[src/rtl/hilo_acc_reg.sv]
// HI/LO register pair with single-cycle writes and a
// two-edge multiply-accumulate style add/subtract path.
module hilo_acc_reg #(
  parameter int DW     = 32,
  parameter bit ACC_EN = 1'b1
) (
  input  logic          clk,
  input  logic          rst,
  input  logic          we,
  input  logic [2:0]    op,
  input  logic [DW-1:0] hi_i,
  input  logic [DW-1:0] lo_i,
  output logic [DW-1:0] hi_o,
  output logic [DW-1:0] lo_o,
  output logic          busy_o,
  output logic          done_o
);

  localparam logic [2:0] OP_WR_BOTH = 3'b000;
  localparam logic [2:0] OP_WR_HI   = 3'b001;
  localparam logic [2:0] OP_WR_LO   = 3'b010;
  localparam logic [2:0] OP_MADD    = 3'b011;
  localparam logic [2:0] OP_MSUB    = 3'b100;

  typedef enum logic {
    IDLE   = 1'b0,
    ACC_HI = 1'b1
  } state_t;

  state_t        state_q, state_d;
  logic [DW-1:0] hi_q, hi_d;
  logic [DW-1:0] lo_q, lo_d;
  logic [DW-1:0] opnd_q, opnd_d;
  logic          carry_q, carry_d;
  logic          done_q, done_d;

  logic          is_wr_both;
  logic          is_wr_hi;
  logic          is_wr_lo;
  logic          is_acc;
  logic          is_sub;
  logic [DW-1:0] lo_b;
  logic [DW:0]   lo_sum;
  logic [DW-1:0] hi_sum;

  // Decode the request and form both halves of the accumulate datapath.
  always_comb begin
    is_wr_both = (op == OP_WR_BOTH);
    is_wr_hi   = (op == OP_WR_HI);
    is_wr_lo   = (op == OP_WR_LO);
    is_sub     = (op == OP_MSUB);
    is_acc     = ACC_EN && ((op == OP_MADD) || is_sub);
    lo_b       = is_sub ? ~lo_i : lo_i;
    lo_sum     = {1'b0, lo_q} + {1'b0, lo_b}
               + {{DW{1'b0}}, is_sub};
    hi_sum     = hi_q + opnd_q
               + {{(DW-1){1'b0}}, carry_q};
  end

  // Next-state and register-update logic; reserved ops fall to default.
  always_comb begin
    state_d = state_q;
    hi_d    = hi_q;
    lo_d    = lo_q;
    opnd_d  = opnd_q;
    carry_d = carry_q;
    done_d  = 1'b0;
    unique case (state_q)
      IDLE: begin
        if (we) begin
          unique case (1'b1)
            is_wr_both: begin
              hi_d = hi_i;
              lo_d = lo_i;
            end
            is_wr_hi: hi_d = hi_i;
            is_wr_lo: lo_d = lo_i;
            is_acc: begin
              lo_d    = lo_sum[DW-1:0];
              carry_d = lo_sum[DW];
              opnd_d  = is_sub ? ~hi_i : hi_i;
              state_d = ACC_HI;
            end
            default: ;
          endcase
        end
      end
      ACC_HI: begin
        hi_d    = hi_sum;
        carry_d = 1'b0;
        opnd_d  = '0;
        done_d  = 1'b1;
        state_d = IDLE;
      end
      default: state_d = IDLE;
    endcase
  end

  // State registers; reset also discards any half-finished accumulate.
  always_ff @(posedge clk or negedge rst) begin
    if (!rst) begin
      state_q <= IDLE;
      hi_q    <= '0;
      lo_q    <= '0;
      opnd_q  <= '0;
      carry_q <= 1'b0;
      done_q  <= 1'b0;
    end else begin
      state_q <= state_d;
      hi_q    <= hi_d;
      lo_q    <= lo_d;
      opnd_q  <= opnd_d;
      carry_q <= carry_d;
      done_q  <= done_d;
    end
  end

  assign hi_o   = hi_q;
  assign lo_o   = lo_q;
  assign busy_o = (state_q == ACC_HI);
  assign done_o = done_q;

endmodule
[config.mk]
export PLATFORM = sky130hd
export DESIGN_NAME = hilo_acc_reg
export DESIGN_NICKNAME = d
export VERILOG_FILES = /design/src/rtl/hilo_acc_reg.sv
export SDC_FILE = /design/constraint.sdc
export NUM_CORES = 1
export LEC_CHECK = 0
export BUFFER_PORTS_ARGS = -buffer_cell sky130_fd_sc_hd__clkbuf_2
export CAP_MARGIN = 20
export CORE_UTILIZATION = 58
export DETAILED_ROUTE_END_ITERATION = 16
export GPL_ROUTABILITY_DRIVEN = 1
export PLACE_DENSITY = 0.87
export SLEW_MARGIN = 10
export SYNTH_ARGS = -nofsm -noshare
export SYNTH_HDL_FRONTEND = slang
export SYNTH_SLANG_ARGS = --single-unit
[constraint.sdc]
create_clock -name clk -period 3.8 [get_ports clk]
set_input_delay 0.38 -clock clk [delete_from_list [all_inputs] [get_ports clk]]
set_output_delay 0.38 -clock clk [all_outputs]
set_load 0.01 [all_outputs]
# After elaboration in Yosys (flattened, before gate mapping)
# Cells that the tools add are included.
# totals
reg_bits	99
latch_bits	0
ramBits	0
rom_bits	0
output_inout_bits	66
word_cells	44
n_memories	0
# classes
addsub	4
n_mul	0
div	0
order_cmp	0
eq_ne	7
n_shift	0
n_mux	16
bitwise_logic	3
n_reduce_logical	8
# ops
cell	n
32-bit two-way mux	6
32-bit one-hot mux with 2 select lines	3
32-bit inverter	2
32-bit by 32-bit adder with 33-bit output	1
33-bit by 1-bit adder with 33-bit output	1
32-bit by 1-bit adder with 32-bit output	1
32-bit adder	1
3-bit by 2-bit == test with 1-bit output (second input constant)	2
2-bit != test (second input constant)	3
1-bit two-way mux	5
1-bit one-hot mux with 2 select lines	2
2-bit AND reduction	2
2-bit OR reduction	2
3-bit by 1-bit == test with 1-bit output (second input constant)	1
3-bit == test (second input constant)	1
3-bit logical NOT	1
3-bit AND reduction	1
2-bit nonzero test	1
1-bit logical OR	1
1-bit inverter	1

# Depth between registers and ports, before layout
# logic_depth
word_depth	7
mapped_depth	15
depth_no_buf	13

# Worst setup path after synthesis
# No wires, ideal clock.
# synth_path
kind	input to register
start	in op[0]
end	reg lo_q[31] (netlist: lo_o[31])
setup_ns	0.126
arrival_ns	3.758
required_ns	3.674
setup_slack_ns	-0.084
cell_stages	14
path_cell_list	nor3b_2 > clkbuf_1 > buf_1 > xor2_1 > ha_1 > a31o_1 > a32o_1 > a311o_1 > o211ai_2 > a311oi_2 > nor2_4 > o21ai_2 > xor2_1 > a221o_1
# synth_between
elab_chain_len	5
elab_cells_between_ends	12
# synth_rtl
element	line_no	rtl
start, declared	10	input logic [2:0] op,
3-bit == test	51	is_sub = (op == OP_MSUB);
32-bit two-way mux	53	lo_b = is_sub ? ~lo_i : lo_i;
32-bit by 32-bit adder with 33-bit output	54	lo_sum = {1'b0, lo_q} + {1'b0, lo_b}
33-bit by 1-bit adder with 33-bit output	55	+ {{DW{1'b0}}, is_sub};
32-bit one-hot mux with 2 select lines	71	unique case (1'b1)
end signal, assigned	111	lo_q <= lo_d;
end, declared	32	logic [DW-1:0] lo_q, lo_d;
# Several ways; a longest one is shown, not always the timed one.
# A chain may end at the register's enable or synchronous reset.

# Final worst setup path
# layout_path
start	in op[0]
end	reg lo_q[30] (netlist: lo_o[30])
# The elaborated chain is that of the path after synthesis.

==> results.toml <==
[status]
run_status = "complete, no violations"

[sta]
setup_viol = 0
period_utilization_pct = 89.9
holdWs_ps = 74.3
hold_violations = 0
clock-skew-final_ps = 12.1
fmaxAchievable_ghz = 0.293
rsz_0062_raised_after_global_routing = "false"
worstMarginPinSlew_ps = 734
timing.max_slew.rel_slack_pct = 50.7
totalNegativeSetupSlack_ps = 0
finalMaxSlewViolations = 0
period_minus_slack_ps = 3420

[synth]
synth_edf_count = 0
synth_compound_area_share_pct = 25.7
synth_top_family_by_area = "compound AO/OA/AOI/OAI gates"
yosysTopAreaCell = "sky130_fd_sc_hd__dfrtp_1"
synth_seq_area_share_pct = 31.4
ys_dominant_reg_cell = "sky130_fd_sc_hd__dfrtp_1"
synth.top_cells.by_area = "sky130_fd_sc_hd__dfrtp_1 31%, sky130_fd_sc_hd__ha_1 10%, sky130_fd_sc_hd__o21ai_0 6.9%"
synth_nets = 1051
post_synth_fa_ha_maj_area_fraction_pct = 10.8
synthesis.area_sq_um = 7890
ys_ff_latch = 99
synthesized_instance_count = 915
post_synth_xor_xnor_area_pct = 12.2
synthesis.area_per_instance_sq_um = 8.62
post_synth_and_or_nand_nor_area_fraction_pct = 12.5
yosys_warnings = 0
netlist.area_leader.share_pct = 31.4
synth.area.mux_share_pct = 4.58
synthArstFlopShare_pct = 100
ys_types = 64

[grt]
first_pass_grt_wire_length_mm = 33.8
number_of_global_route_vias_before_repair = 7130
all_layer_global_routing_usage_pct = 29.9
antenna_found_initial = 0
global_route.overflow_total = 0
grt_max_degree = 69

[clock_tree]
ctsHtreeMaxLevel = 3
worst_setup_hold_path_clk_slew_ps = 80
insertion_delay_ps = 370
cts-resized-gates = 0
cts.sinks = 99
cts.hold.buffers_added = 0
tritoncts.num_buffers = 9
cts.path.max_buffers = 2
cts_root_buf = "sky130_fd_sc_hd__clkbuf_16"
post_cts.repair.setup_buffers = 0
tritoncts = "done"

[route]
drc = 0
detail_route.wl_per_cell_um = 17.1
via_count = 7383
detail_route.vias_per_cell = 6.07
drtIter0Drc = 545
remaining_number_of_nets_flagged_by_the_antenna_check_after_routing = 0
total_routed_length_mm = 20.8
drt_pass1_iterations = 5

[setup_path]
path_class = "primary input to flip-flop"
worst-path-max-fanout = 23
start_kind = "primary input"
setup.worst_path.end_class = "flip-flop"
crit-reg2reg-launch = "hi_o[0]$_DFFE_PN0P_"
worstSetupStartpoint = "op[0]"
arrival_ps = 3710
rrSetupSlack_ps = 520
critPathRequiredTime_ps = 4090

[place]
port_buffers = 135
routabilityCongestion = 0.947
detailedPlacementHpwl_mm = 15.4

[die]
start_util_pct = 59.6
rows = 42
die_x_um = 119
fp.dieArea_sq_um = 14100
core_area_sq_um = 13200
io_pins = 136
die-height_um = 119

[cells_and_area]
antenna_cells = 0
fin_nets = 1172
nFillCells = 1104
area_delta_synth_final_pct = 15.1
layout-drive-gt1-share_pct = 18.0

[power]
p_per_area_nw_per_um2 = 576
total_power_mw = 5.23
ir_drop_uv = 347
total_leakage_power_nw = 4.26

[min_path]
hold_path_class = "primary input to async pin"

[run]
timing.max_cap.violations = 0
## routing by layer
layer / up-vias / track usage [%] / wire length [um]
met5: - / 0 / 0
met4: 0 / 12.6 / 663
met3: 53 / 5.65 / 1170
met2: 263 / 51.8 / 10200
met1: 3502 / 36.3 / 8850
li1: 3565 / - / -
## layout make-up
cell class                      count  area [sq um]  share of cell area (%)
Multi-Input combinational cell    755          5210                    57.3
Sequential cell                    99          2480                    27.3
Timing Repair Buffer              150           803                    8.85
Clock buffer                       10           229                    2.52
Tap cell                          176           220                    2.43
Inverter                           21          78.8                   0.868
Clock inverter                      6          63.8                   0.703
## stage by stage
| step | worst slack [ps] | std cells | instance area [sq um] | util (%) |
|---|---|---|---|---|
| 6_report | 384 | 1217 | 9080 | 68.6 |
| 5_1_grt | 158 | 1217 | 9080 | 68.6 |
| 4_1_cts | 446 | 1217 | 9080 | 68.6 |
| 3_5_place_dp | 99.5 | 1201 | 8790 | 66.4 |
| 3_3_place_gp | 14.6 | 1201 | 8790 | 66.4 |
| 2_1_floorplan | 88.3 | 915 | 7890 | - |
## state kept, by name, indices dropped and copies added, names as in the netlist
signal and cells:
busy_o 1, carry_q 1, done_o 1, hi_o 32, lo_o 32, opnd_q 32
## cell families after synthesis
group,count (synthesis)
AND/OR/NAND/NOR,220
XOR/XNOR,110
adder cells (fa/ha/maj),66
AO/OA/AOI/OAI,323
buffers and inverters,61
multiplexers,36
flip-flops,99
## worst max-delay path, stage by stage
cell and delay (ps):
sky130_fd_sc_hd__clkbuf_2 130, sky130_fd_sc_hd__nor3b_4 240, sky130_fd_sc_hd__buf_12 220, sky130_fd_sc_hd__buf_4 240, sky130_fd_sc_hd__xor2_1 90, sky130_fd_sc_hd__ha_1 380, sky130_fd_sc_hd__nand2_1 150, sky130_fd_sc_hd__nor3_1 400
sky130_fd_sc_hd__nor4b_1 480, sky130_fd_sc_hd__nand4_1 150, sky130_fd_sc_hd__a21oi_1 180, sky130_fd_sc_hd__a211oi_1 150, sky130_fd_sc_hd__o31a_1 290, sky130_fd_sc_hd__o31a_1 100, sky130_fd_sc_hd__o21ai_1 120
## power by group
| group | internal, mW | leakage [nW] | switching (mW) | total [mW] |
|---|---|---|---|---|
| logic | 1.16 | 2.88 | 1.58 | 2.74 |
| clock network | 0.511 | 0.139 | 0.431 | 0.942 |
| registers | 1.31 | 1.24 | 0.246 | 1.55 |
## path summary, 6_finish.rpt
check | endpoint | depth (start not counted)
worst max-delay path | lo_o[30]$_DFFE_PN0P_ | 15
worst min-delay path | opnd_q[10]$_DFFE_PN0P_ | 1
worst max register to register | hi_o[30]$_DFFE_PN0P_ | 12
worst min register to register | opnd_q[2]$_DFFE_PN0P_ | 2
max in group asynchronous | lo_o[15]$_DFFE_PN0P_ | 2
min in group clk | lo_o[20]$_DFFE_PN0P_ | 3
## cells in the final DEF (no fill, tap or decap), types with 5 or more instances in the layout
master,synthesis,routed
sky130_fd_sc_hd__o21ai_0,109,109
sky130_fd_sc_hd__mux2i_1,35,35
sky130_fd_sc_hd__nor3_1,11,11
sky130_fd_sc_hd__xor2_1,52,52
sky130_fd_sc_hd__o22ai_1,7,7
sky130_fd_sc_hd__and3_1,5,5
sky130_fd_sc_hd__a21oi_1,71,69
sky130_fd_sc_hd__buf_4,0,15
sky130_fd_sc_hd__xnor2_1,58,58
sky130_fd_sc_hd__o21ai_1,7,6
sky130_fd_sc_hd__clkbuf_2,0,134
sky130_fd_sc_hd__nand3_1,15,15
sky130_fd_sc_hd__clkbuf_16,0,9
sky130_fd_sc_hd__o21bai_1,8,8
sky130_fd_sc_hd__a22oi_1,15,15
sky130_fd_sc_hd__nand2_1,108,108
sky130_fd_sc_hd__o21a_1,12,12
sky130_fd_sc_hd__ha_1,63,63
sky130_fd_sc_hd__nor2_1,44,44
sky130_fd_sc_hd__o211ai_1,8,8
sky130_fd_sc_hd__a211oi_1,14,14
sky130_fd_sc_hd__or3_1,5,5
sky130_fd_sc_hd__a31o_2,5,5
sky130_fd_sc_hd__nor2b_1,10,10
sky130_fd_sc_hd__a21o_1,21,21
sky130_fd_sc_hd__dfrtp_1,99,98
sky130_fd_sc_hd__nand2b_1,6,6
sky130_fd_sc_hd__inv_1,19,19
sky130_fd_sc_hd__a31oi_1,9,9
## synthesized netlist by cell type (all sizes together), types with 4 or more instances
| master | count |
|---|---|
| a211oi | 14 |
| a21o | 21 |
| a21oi | 71 |
| a221oi | 4 |
| a22oi | 15 |
| a31o | 6 |
| a31oi | 9 |
| a41oi | 4 |
| and3 | 5 |
| buf | 6 |
| clkbuf | 34 |
| dfrtp | 99 |
| ha | 63 |
| inv | 19 |
| mux2i | 35 |
| nand2 | 108 |
| nand2b | 6 |
| nand3 | 15 |
| nor2 | 45 |
| nor2b | 10 |
| nor3 | 11 |
| o211ai | 9 |
| o21a | 12 |
| o21ai | 117 |
| o21bai | 8 |
| o22ai | 7 |
| o31a | 4 |
| or3 | 5 |
| xnor2 | 58 |
| xor2 | 52 |
No activity file was read; power rests on OpenSTA's default activity.
